===== src/rtl/alu_seq.sv =====
`default_nettype none
// ============================================================================
//  Module   : alu_seq
//  Purpose  : Parametrised sequential ALU with valid/ready handshakes on the
//             operand and result sides. Opcodes 0-7 are logic/arithmetic,
//             8/9 are variable-amount shifts (amount taken from B, clamped
//             to ANCHO, ALUFlagIN used as fill bit). Flags are {N, Z, C, V}.
//  Options  : ALU_SEQ_BARREL_EN - single-cycle barrel shifter instead of the
//             one-position-per-cycle iterative shifter.
//  Revision : 1.0 - initial release
// ============================================================================
module alu_seq #(
    parameter int ANCHO = 8
) (
    input  logic             clk,
    input  logic             reset,
    input  logic             in_valid,
    output logic             in_ready,
    input  logic [ANCHO-1:0] A,
    input  logic [ANCHO-1:0] B,
    input  logic             ALUFlagIN,
    input  logic [3:0]       ALUControl,
    output logic             out_valid,
    input  logic             out_ready,
    output logic [ANCHO-1:0] ALUResult,
    output logic [3:0]       ALUFlags
);

    // Counter wide enough to hold the clamped shift amount 0..ANCHO
    localparam int               C_CW        = $clog2(ANCHO + 1);
    localparam logic [ANCHO-1:0] C_ANCHO_V   = ANCHO'(ANCHO);
    localparam logic [C_CW-1:0]  C_ANCHO_CNT = C_CW'(ANCHO);
    localparam logic [ANCHO-1:0] C_ONE       = {{(ANCHO-1){1'b0}}, 1'b1};
    localparam logic [ANCHO-1:0] C_MAX_POS   = {1'b0, {(ANCHO-1){1'b1}}};
    localparam logic [ANCHO-1:0] C_MIN_NEG   = {1'b1, {(ANCHO-1){1'b0}}};

    localparam logic [3:0] OP_AND = 4'd0;
    localparam logic [3:0] OP_OR  = 4'd1;
    localparam logic [3:0] OP_ADC = 4'd2;
    localparam logic [3:0] OP_INC = 4'd3;
    localparam logic [3:0] OP_DEC = 4'd4;
    localparam logic [3:0] OP_NOT = 4'd5;
    localparam logic [3:0] OP_SUB = 4'd6;
    localparam logic [3:0] OP_XOR = 4'd7;
    localparam logic [3:0] OP_SHL = 4'd8;
    localparam logic [3:0] OP_SHR = 4'd9;

    // EXEC is the operand-register stage: operands captured at accept are
    // evaluated there, which gives every single-step op a latency of one.
    typedef enum logic [1:0] {
        ST_IDLE  = 2'd0,
        ST_EXEC  = 2'd1,
`ifndef ALU_SEQ_BARREL_EN
        ST_SHIFT = 2'd2,
`endif
        ST_DONE  = 2'd3
    } state_t;

    state_t           state_q, state_d;
    logic [ANCHO-1:0] a_q, a_d;       // operand A, doubles as shift working register
    logic [ANCHO-1:0] b_q, b_d;
    logic [3:0]       op_q, op_d;
    logic             fin_q, fin_d;
    logic [ANCHO-1:0] res_q, res_d;
    logic [3:0]       flags_q, flags_d;

    logic [ANCHO:0]   w_sum;
    logic [ANCHO-1:0] w_res;
    logic             w_c;
    logic             w_v;
    logic             w_legal;
    logic [3:0]       w_flags;

    // Clamp a raw shift amount to ANCHO
    function automatic logic [C_CW-1:0] clamp_shamt(input logic [ANCHO-1:0] amt);
        return (amt >= C_ANCHO_V) ? C_ANCHO_CNT : amt[C_CW-1:0];
    endfunction

`ifdef ALU_SEQ_BARREL_EN
    logic [C_CW-1:0]  w_exec_shamt;
    logic [2*ANCHO:0] w_shl;
    logic [2*ANCHO:0] w_shr;

    // Shift amount for the barrel shifter, taken from the captured B
    always_comb w_exec_shamt = clamp_shamt(b_q);
`else
    localparam logic [C_CW-1:0] C_CNT_ONE = C_CW'(1);

    logic [C_CW-1:0]  cnt_q, cnt_d;
    logic [ANCHO-1:0] w_step;
    logic             w_step_c;
    logic             w_in_shift;

    // Decide at accept whether the op needs the iterative shift loop
    always_comb w_in_shift = ((ALUControl == OP_SHL) || (ALUControl == OP_SHR))
                             && (clamp_shamt(B) != '0);

    // One shift position per cycle; the bit that falls off becomes carry
    always_comb begin
        if (op_q == OP_SHL) begin
            w_step   = {a_q[ANCHO-2:0], fin_q};
            w_step_c = a_q[ANCHO-1];
        end else begin
            w_step   = {fin_q, a_q[ANCHO-1:1]};
            w_step_c = a_q[0];
        end
    end
`endif

    // Single-step ALU evaluated on the captured operands
    always_comb begin
        w_sum   = '0;
        w_res   = '0;
        w_c     = 1'b0;
        w_v     = 1'b0;
        w_legal = 1'b1;
`ifdef ALU_SEQ_BARREL_EN
        // Guard bit on the outside catches the last bit shifted out
        w_shl = {1'b0, a_q, {ANCHO{fin_q}}} << w_exec_shamt;
        w_shr = {{ANCHO{fin_q}}, a_q, 1'b0} >> w_exec_shamt;
`endif
        case (op_q)
            OP_AND: w_res = a_q & b_q;
            OP_OR:  w_res = a_q | b_q;
            OP_ADC: begin
                w_sum = {1'b0, a_q} + {1'b0, b_q} + {{ANCHO{1'b0}}, fin_q};
                w_res = w_sum[ANCHO-1:0];
                w_c   = w_sum[ANCHO];
                w_v   = (a_q[ANCHO-1] == b_q[ANCHO-1]) && (w_res[ANCHO-1] != a_q[ANCHO-1]);
            end
            OP_INC: begin
                w_sum = {1'b0, a_q} + {1'b0, C_ONE};
                w_res = w_sum[ANCHO-1:0];
                w_c   = w_sum[ANCHO];
                w_v   = (a_q == C_MAX_POS);
            end
            OP_DEC: begin
                w_res = a_q - C_ONE;
                w_c   = (a_q == '0);
                w_v   = (a_q == C_MIN_NEG);
            end
            OP_NOT: w_res = ~a_q;
            OP_SUB: begin
                w_sum = {1'b0, a_q} + {1'b0, ~b_q} + {1'b0, C_ONE};
                w_res = w_sum[ANCHO-1:0];
                w_c   = w_sum[ANCHO];
                w_v   = (a_q[ANCHO-1] != b_q[ANCHO-1]) && (w_res[ANCHO-1] != a_q[ANCHO-1]);
            end
            OP_XOR: w_res = a_q ^ b_q;
            OP_SHL, OP_SHR: begin
`ifdef ALU_SEQ_BARREL_EN
                if (op_q == OP_SHL) begin
                    w_res = w_shl[2*ANCHO-1:ANCHO];
                    w_c   = w_shl[2*ANCHO];
                end else begin
                    w_res = w_shr[ANCHO:1];
                    w_c   = w_shr[0];
                end
`else
                // Only zero-amount shifts reach this stage in the iterative build
                w_res = a_q;
`endif
            end
            default: w_legal = 1'b0;
        endcase
        w_flags = w_legal ? {w_res[ANCHO-1], (w_res == '0), w_c, w_v} : 4'b0000;
    end

    // Next-state and datapath register update
    always_comb begin
        state_d = state_q;
        a_d     = a_q;
        b_d     = b_q;
        op_d    = op_q;
        fin_d   = fin_q;
        res_d   = res_q;
        flags_d = flags_q;
`ifndef ALU_SEQ_BARREL_EN
        cnt_d   = cnt_q;
`endif
        case (state_q)
            ST_IDLE: begin
                if (in_valid) begin
                    a_d     = A;
                    b_d     = B;
                    op_d    = ALUControl;
                    fin_d   = ALUFlagIN;
                    state_d = ST_EXEC;
`ifndef ALU_SEQ_BARREL_EN
                    if (w_in_shift) begin
                        cnt_d   = clamp_shamt(B);
                        state_d = ST_SHIFT;
                    end
`endif
                end
            end
            ST_EXEC: begin
                res_d   = w_res;
                flags_d = w_flags;
                state_d = ST_DONE;
            end
`ifndef ALU_SEQ_BARREL_EN
            ST_SHIFT: begin
                a_d   = w_step;
                cnt_d = cnt_q - C_CNT_ONE;
                if (cnt_q == C_CNT_ONE) begin
                    res_d   = w_step;
                    flags_d = {w_step[ANCHO-1], (w_step == '0), w_step_c, 1'b0};
                    state_d = ST_DONE;
                end
            end
`endif
            ST_DONE: begin
                if (out_ready) begin
                    state_d = ST_IDLE;
                end
            end
            default: state_d = ST_IDLE;
        endcase
    end

    // State and datapath registers, asynchronously cleared
    always_ff @(posedge clk or posedge reset) begin
        if (reset) begin
            state_q <= ST_IDLE;
            a_q     <= '0;
            b_q     <= '0;
            op_q    <= '0;
            fin_q   <= 1'b0;
            res_q   <= '0;
            flags_q <= '0;
`ifndef ALU_SEQ_BARREL_EN
            cnt_q   <= '0;
`endif
        end else begin
            state_q <= state_d;
            a_q     <= a_d;
            b_q     <= b_d;
            op_q    <= op_d;
            fin_q   <= fin_d;
            res_q   <= res_d;
            flags_q <= flags_d;
`ifndef ALU_SEQ_BARREL_EN
            cnt_q   <= cnt_d;
`endif
        end
    end

    assign in_ready  = (state_q == ST_IDLE) && !reset;
    assign out_valid = (state_q == ST_DONE);
    assign ALUResult = res_q;
    assign ALUFlags  = flags_q;

endmodule
`default_nettype wire


===== config.mk =====
export PLATFORM = sky130hd
export DESIGN_NAME = alu_seq
export DESIGN_NICKNAME = d
export VERILOG_FILES = /design/src/rtl/alu_seq.sv
export SDC_FILE = /design/constraint.sdc
export NUM_CORES = 1
export LEC_CHECK = 0
export ABC_AREA = 1
export CAP_MARGIN = 20
export CORE_MARGIN = 1.5
export CORE_UTILIZATION = 45
export DETAILED_ROUTE_END_ITERATION = 12
export PLACE_DENSITY = 0.64
export SLEW_MARGIN = 20
export SYNTH_ARGS = -nofsm -noshare
export SYNTH_HDL_FRONTEND = slang
export SYNTH_SLANG_ARGS = --single-unit

===== constraint.sdc =====
create_clock -name clk -period 4.1 [get_ports clk]
set_input_delay 0.82 -clock clk [delete_from_list [all_inputs] [get_ports clk]]
set_output_delay 0.82 -clock clk [all_outputs]
set_load 0.05 [all_outputs]

==> results of run 1 <==
==> cells by family after synthesis <==
logic type | synth area share, %
buf+inv | 11.3
flops | 25.2
xor+xnor | 1.13
compound gates | 11.5
mux | 0.548
simple gates | 38.1
fa+ha+maj | 12.2
==> metal layers <==
metal	wire length [µm]	global-route usage [%]	share of wire [%]
met1	5130	35.0	47
met2	5060	43.0	46
met3	566	3.63	5.1
met4	247	8.09	2.2
met5	0	0	0
==> stage by stage <==
stage / power, mW / worst slack, ns / hold slack (ns)
after floorplan: 2.98 / 1.81 / 0.453
final: 4.12 / 1.13 / 0.489
after CTS: 4.10 / 1.12 / 0.492
after global placement: 3.64 / 1.13 / 0.465
after detailed placement: 3.70 / 1.13 / 0.469
after global routing: 4.60 / 1.06 / 0.509
==> area by class of cell <==
cell class                 instances  area share (%)
multi-input combinational        478            55.5
sequential                        39            22.0
timing repair buffer              41            9.08
inverter                          88            7.47
tap                              105            2.96
clock buffer                       6            1.63
clock inverter                     2            1.35
==> worst max-delay path, cell delays in order <==
cell and delay [ns]:
clkdlybuf4s50_1 0.42, nor2_1 0.11, clkdlybuf4s50_1 0.81
==> registers in the layout (all words and copies together), names as in the netlist <==
register   flops
ALUFlags       4
a_q            8
fin_q          1
op_q           4
state_q        2
b_q            8
cnt_q          4
ALUResult      8
==> worst max-delay path by stage <==
stage,from,to,slack [ns],depth (start not counted)
floorplan,reset,in_ready,1.81,1
global placement,reset,in_ready,1.13,3
detailed placement,reset,in_ready,1.13,3
CTS,reset,in_ready,1.12,3
global route,reset,in_ready,1.06,3
finish,reset,in_ready,1.13,3
==> where the power goes <==
part | leakage, nW | total [mW] | switching, mW | internal [mW]
clock | 0.0654 | 0.382 | 0.139 | 0.243
sequential | 0.468 | 0.855 | 0.280 | 0.575
combinational | 1.76 | 2.88 | 1.92 | 0.959
==> layout by cell type (no fill, tap or decap), types with 3 or more instances in the layout <==
master,n
nand2_1,169
inv_1,84
o21ai_0,29
dfrtp_1,39
a21oi_1,33
buf_4,3
o22ai_1,3
o21ai_1,5
xor2_1,4
a31oi_1,5
clkbuf_8,5
nand3_1,67
ha_1,33
nand3b_1,6
fa_1,3
nor2_1,91
nor2_2,6
clkdlybuf4s50_1,38
nand4_1,6
==> results_dict.tcl, run 1 <==
set metrics [dict create \
    timing.rr.end "ALUFlags[2]$_DFFE_PP0P_" \
    ys.warnings.count 0 \
    cts_tree "done" \
    max-clock-path-buffers 2 \
    rrSetupSlack_ns 1.36 \
    vias_per_cell 5.36 \
    place.gp.congestion 0.955 \
    overflow 0 \
    ys_top_cells_by_area "dfrtp_1, nand2_1, ha_1, nor2_1, nand3_1" \
    grt_max_degree 27 \
    drc_errors 0 \
    initial_utilization_pct 46.8 \
    period_share_pct 72.6 \
    ys_seq_elements 39 \
    grt_pass1_wl_mm 18.5 \
    dp_hpwl_mm 8.78 \
    p_leak_nw 2.29 \
    maxSlewViolCount 0 \
    antenna_found_initial 0 \
    avgSynthCellArea_um2 6.22 \
    drt_iter0_drc 321 \
    fin_nets 714 \
    r2r-start "a_q[0]$_DFFE_PP0P_" \
    coreArea_um2 8300 \
    syn_nets 685 \
    status "complete, no violations" \
    cts_buffers 5 \
    rsz0062_at_grt "no" \
    io-pin-count 39 \
    clk_latency_ns 0.29 \
    drv_cap 0 \
    min_path_cells 2 \
    fp-row-count 33 \
    end_kind "primary output" \
    worstRegToRegCells 13 \
    peakVddDrop_mv 0.382 \
    drive_gt1_share_pct 3.36 \
    yosys.cell_count.top_type "nand2_1" \
    drt_first_pass_iters 5 \
    cts_setup_buffers 0 \
    grt_pass1_vias 3853 \
    worst_pin_slew_ns 0.999 \
    root_buffer "clkbuf_8" \
    via_count 4066 \
    finalSetupTns_ns 0 \
    slew-limit-headroom_pct 33.2 \
    worstPathRequired_ns 3.28 \
    area_growth_pct 14.4 \
    setup_viol 0 \
    num_antenna_cells 0 \
    fmax_mhz 336 \
    port_buffers 38 \
    stdcell_area_um2 4440 \
    fillers 863 \
    post-route-min-period_ns 2.97 \
    h-tree-depth 2 \
    dp_cells 751 \
    arrival_ns 2.15 \
    die_w_um 95.9 \
    stdcell_count 759 \
    multi_input_area_um2 2460 \
    post-route-util_pct 53.5 \
    start_kind "primary input" \
    synth-edff-count 0 \
    postCtsResizedCells 0 \
    placed_area_um2 4310 \
    antenna_left 0 \
    wl_per_cell_um 14.5 \
    synthesis.area_um2 3880 \
    skew_ns 0.00293 \
    die_h_um 95.9 \
    hp-class "reg2reg" \
    hold_path_end "ALUResult[7]$_DFFE_PP0P_" \
    synth_async_sr_flop_share_pct 100 \
    ff_latch_area_um2 976 \
    synth_top_cell_by_area "dfrtp_1" \
    power.density_nw_per_um2 927 \
    ys.flop_type "dfrtp_1" \
    hp-start "ALUResult[7]$_DFFE_PP0P_" \
    ys_types 39 \
    critPathKind "in2out" \
    cts_hold_buf 0 \
    clk_pin_slew_worst_paths_ns 0.08 \
    finalHoldViolCount 0 \
    die-area_um2 9190 \
    ys_seq_area_share_pct 25.2 \
    track_usage_pct 26.0 \
    yosys-top-cells-count "nand2_1, nor2_1, inv_1" \
    clock-sinks 39 \
    wl_mm 11.0 \
    path_max_fanout 2 \
    synth.top_cell.area_share_pct 25.2 \
    syn_inst 624 \
]
(Power assumes the default switching activity.)
==> run 2, diff against run 1 <==
--- a/config.mk
+++ b/config.mk
@@ -10,7 +10,7 @@
 export CORE_MARGIN = 1.5
 export CORE_UTILIZATION = 45
 export DETAILED_ROUTE_END_ITERATION = 12
-export PLACE_DENSITY = 0.64
+export PLACE_DENSITY = 0.67
 export SLEW_MARGIN = 20
 export SYNTH_ARGS = -nofsm -noshare
 export SYNTH_HDL_FRONTEND = slang
==> constraint.sdc (replaced) <==
create_clock -name clk -period 2.45 [get_ports clk]
set_input_delay 0.49 -clock clk [delete_from_list [all_inputs] [get_ports clk]]
set_output_delay 0.49 -clock clk [all_outputs]
set_load 0.05 [all_outputs]
==> run 2 against run 1 <==
Count of clock-buffer cells in the layout unchanged. Wire length increased by 7.6%. Sequential power increased by 46%. First-iteration DRC count increased by 12%. Power increased by 71%. Register-to-register slack got worse by 1.2 ns. Clock power increased by 16%. Via count increased by 2.1%.
==> results_dict.tcl, run 2 (synthesized netlist as in run 1, its figures left out) <==
set metrics [dict create \
    cts_buffers 5 \
    die_w_um 95.9 \
    critPathKind "reg2reg" \
    maxSlewViolCount 0 \
    drt_first_pass_iters 5 \
    dp_cells 774 \
    vias_per_cell 5.31 \
    setup_viol 0 \
    stdcell_area_um2 4590 \
    p_comb_share_pct 76.0 \
    post-route-min-period_ns 2.31 \
    clk_pin_slew_worst_paths_ns 0.08 \
    arrival_ns 2.53 \
    cpMaxStageDelayCell "fa_1" \
    path_cells "fa_1 > inv_1 > fa_1 > inv_1 > nand3_1 > nand2_1 > nand2_1 > nand3_1 > nand3_1 > nand3_1 > nor2_1 > nand3_1 > a21oi_1" \
    layout_commonest_cell "nand2_1" \
    p_leak_nw 2.37 \
    stdcell_count 782 \
    p_sw_mw 4.07 \
    p_int_mw 2.97 \
    seq_power_share_pct 17.7 \
    worstPathRequired_ns 2.67 \
    clk_latency_ns 0.30 \
    port_buffers 38 \
    drc_errors 0 \
    period_share_pct 94.4 \
    place.gp.congestion 0.975 \
    clock-sinks 39 \
    overflow 0 \
    grt_max_degree 40 \
    cts_setup_buffers 0 \
    cts_tree "done" \
    min_path_cells 2 \
    via_count 4152 \
    end_kind "register" \
    final_cell_mix "nand2_1, nor2_1, inv_1, nand3_1, clkdlybuf4s50_1" \
    wl_per_cell_um 15.1 \
    h-tree-depth 2 \
    switching_share_pct 57.8 \
    worstRegToRegCells 13 \
    grt_pass1_vias 3749 \
    post-route-util_pct 55.3 \
    drt_iter0_drc 359 \
    slew-limit-headroom_pct 39.1 \
    wl_mm 11.8 \
    worst_pin_slew_ns 0.910 \
    fillers 809 \
    path_max_fanout 4 \
    power.density_nw_per_um2 1540 \
    antenna_found_initial 0 \
    root_buffer "clkbuf_8" \
    power.share.clock_pct 6.3 \
    rsz0062_at_grt "no" \
    antenna_left 0 \
    max-clock-path-buffers 2 \
    hp-class "reg2reg" \
    grt_pass1_wl_mm 18.6 \
    io-pin-count 39 \
    timing.hold.ws_ns 0.486 \
    num_antenna_cells 0 \
    worst_path_most_repeated_cell "nand3_1" \
    die-area_um2 9190 \
    fin_nets 737 \
    status "complete, no violations" \
    peakVddDrop_mv 0.701 \
    drv_cap 0 \
    fmax_mhz 432 \
    start_kind "register" \
    skew_ns 0.00672 \
    coreArea_um2 8300 \
    drive_gt1_share_pct 8.71 \
    initial_utilization_pct 46.8 \
    fp-row-count 33 \
    cpPeakStageDelay_ns 0.49 \
    finalHoldViolCount 0 \
    die_h_um 95.9 \
    finalSetupTns_ns 0 \
    placed_area_um2 4480 \
    area_growth_pct 18.2 \
    dp_hpwl_mm 9.28 \
    track_usage_pct 26.8 \
]
==> run 2: final timing paths <==
path	from	endpoint	slack [ns]
worst min-delay path	ALUResult[7]$_DFFE_PP0P_	ALUResult[7]$_DFFE_PP0P_	0.49
worst min register to register	ALUResult[7]$_DFFE_PP0P_	ALUResult[7]$_DFFE_PP0P_	0.49
worst max-delay path	a_q[0]$_DFFE_PP0P_	ALUFlags[2]$_DFFE_PP0P_	0.14
min in group asynchronous	reset	state_q[0]$_DFFE_PP0P_	0.66
max in group asynchronous	reset	a_q[1]$_DFFE_PP0P_	1.42
worst max register to register	a_q[0]$_DFFE_PP0P_	ALUFlags[2]$_DFFE_PP0P_	0.14
==> run 2: what timing repair did <==
item                       CTS  global route
hold buffers                 0             0
setup endpoints to repair    0             8
gates resized for setup      0            13
==> run 2: critical path: cells and delay by family (launching register included) <==
kind | cells | cell delay [ns]
and+or+nand+nor | 8 | 0.83
buffers and inverters | 2 | 0.16
AOI/OAI and AO/OA | 1 | 0.13
DFF | 1 | 0.45
adders and majority gates | 2 | 0.68
==> run 2: metal layers <==
layer | up-vias | GRT usage (%) | part of all wire, %
met5 | - | 0 | 0
met4 | 0 | 9.31 | 2.7
met3 | 27 | 3.08 | 5.2
met2 | 143 | 41.4 | 45
met1 | 1895 | 38.6 | 48
li1 | 2087 | - | -
==> run 2: cell type report <==
class	count	area (µm²)	area share, %
clock inverters	2	12.5	0.273
flip-flops and latches	39	980	21.4
well taps	105	131	2.86
multi-input cells	478	2480	54.2
inverters	88	332	7.23
repair buffers	64	573	12.5
clock buffers	6	72.6	1.58
==> run 2: power groups by stage <==
stage,Sequential (mW),Clock (mW),Combinational [mW]
6_report,1.25,0.444,5.35
5_1_grt,1.29,0.481,5.98
4_1_cts,1.24,0.455,5.23
3_5_place_dp,1.25,0,5.21
3_3_place_gp,1.23,0,5.17
2_1_floorplan,1.50,0,3.48
==> run 2: through the flow <==
step	power (mW)	setup WS, ns
3_3_place_gp	6.40	0.121
3_5_place_dp	6.45	0.109
2_1_floorplan	4.98	0.250
6_report	7.04	0.136
4_1_cts	6.92	0.0925
5_1_grt	7.75	0.00269
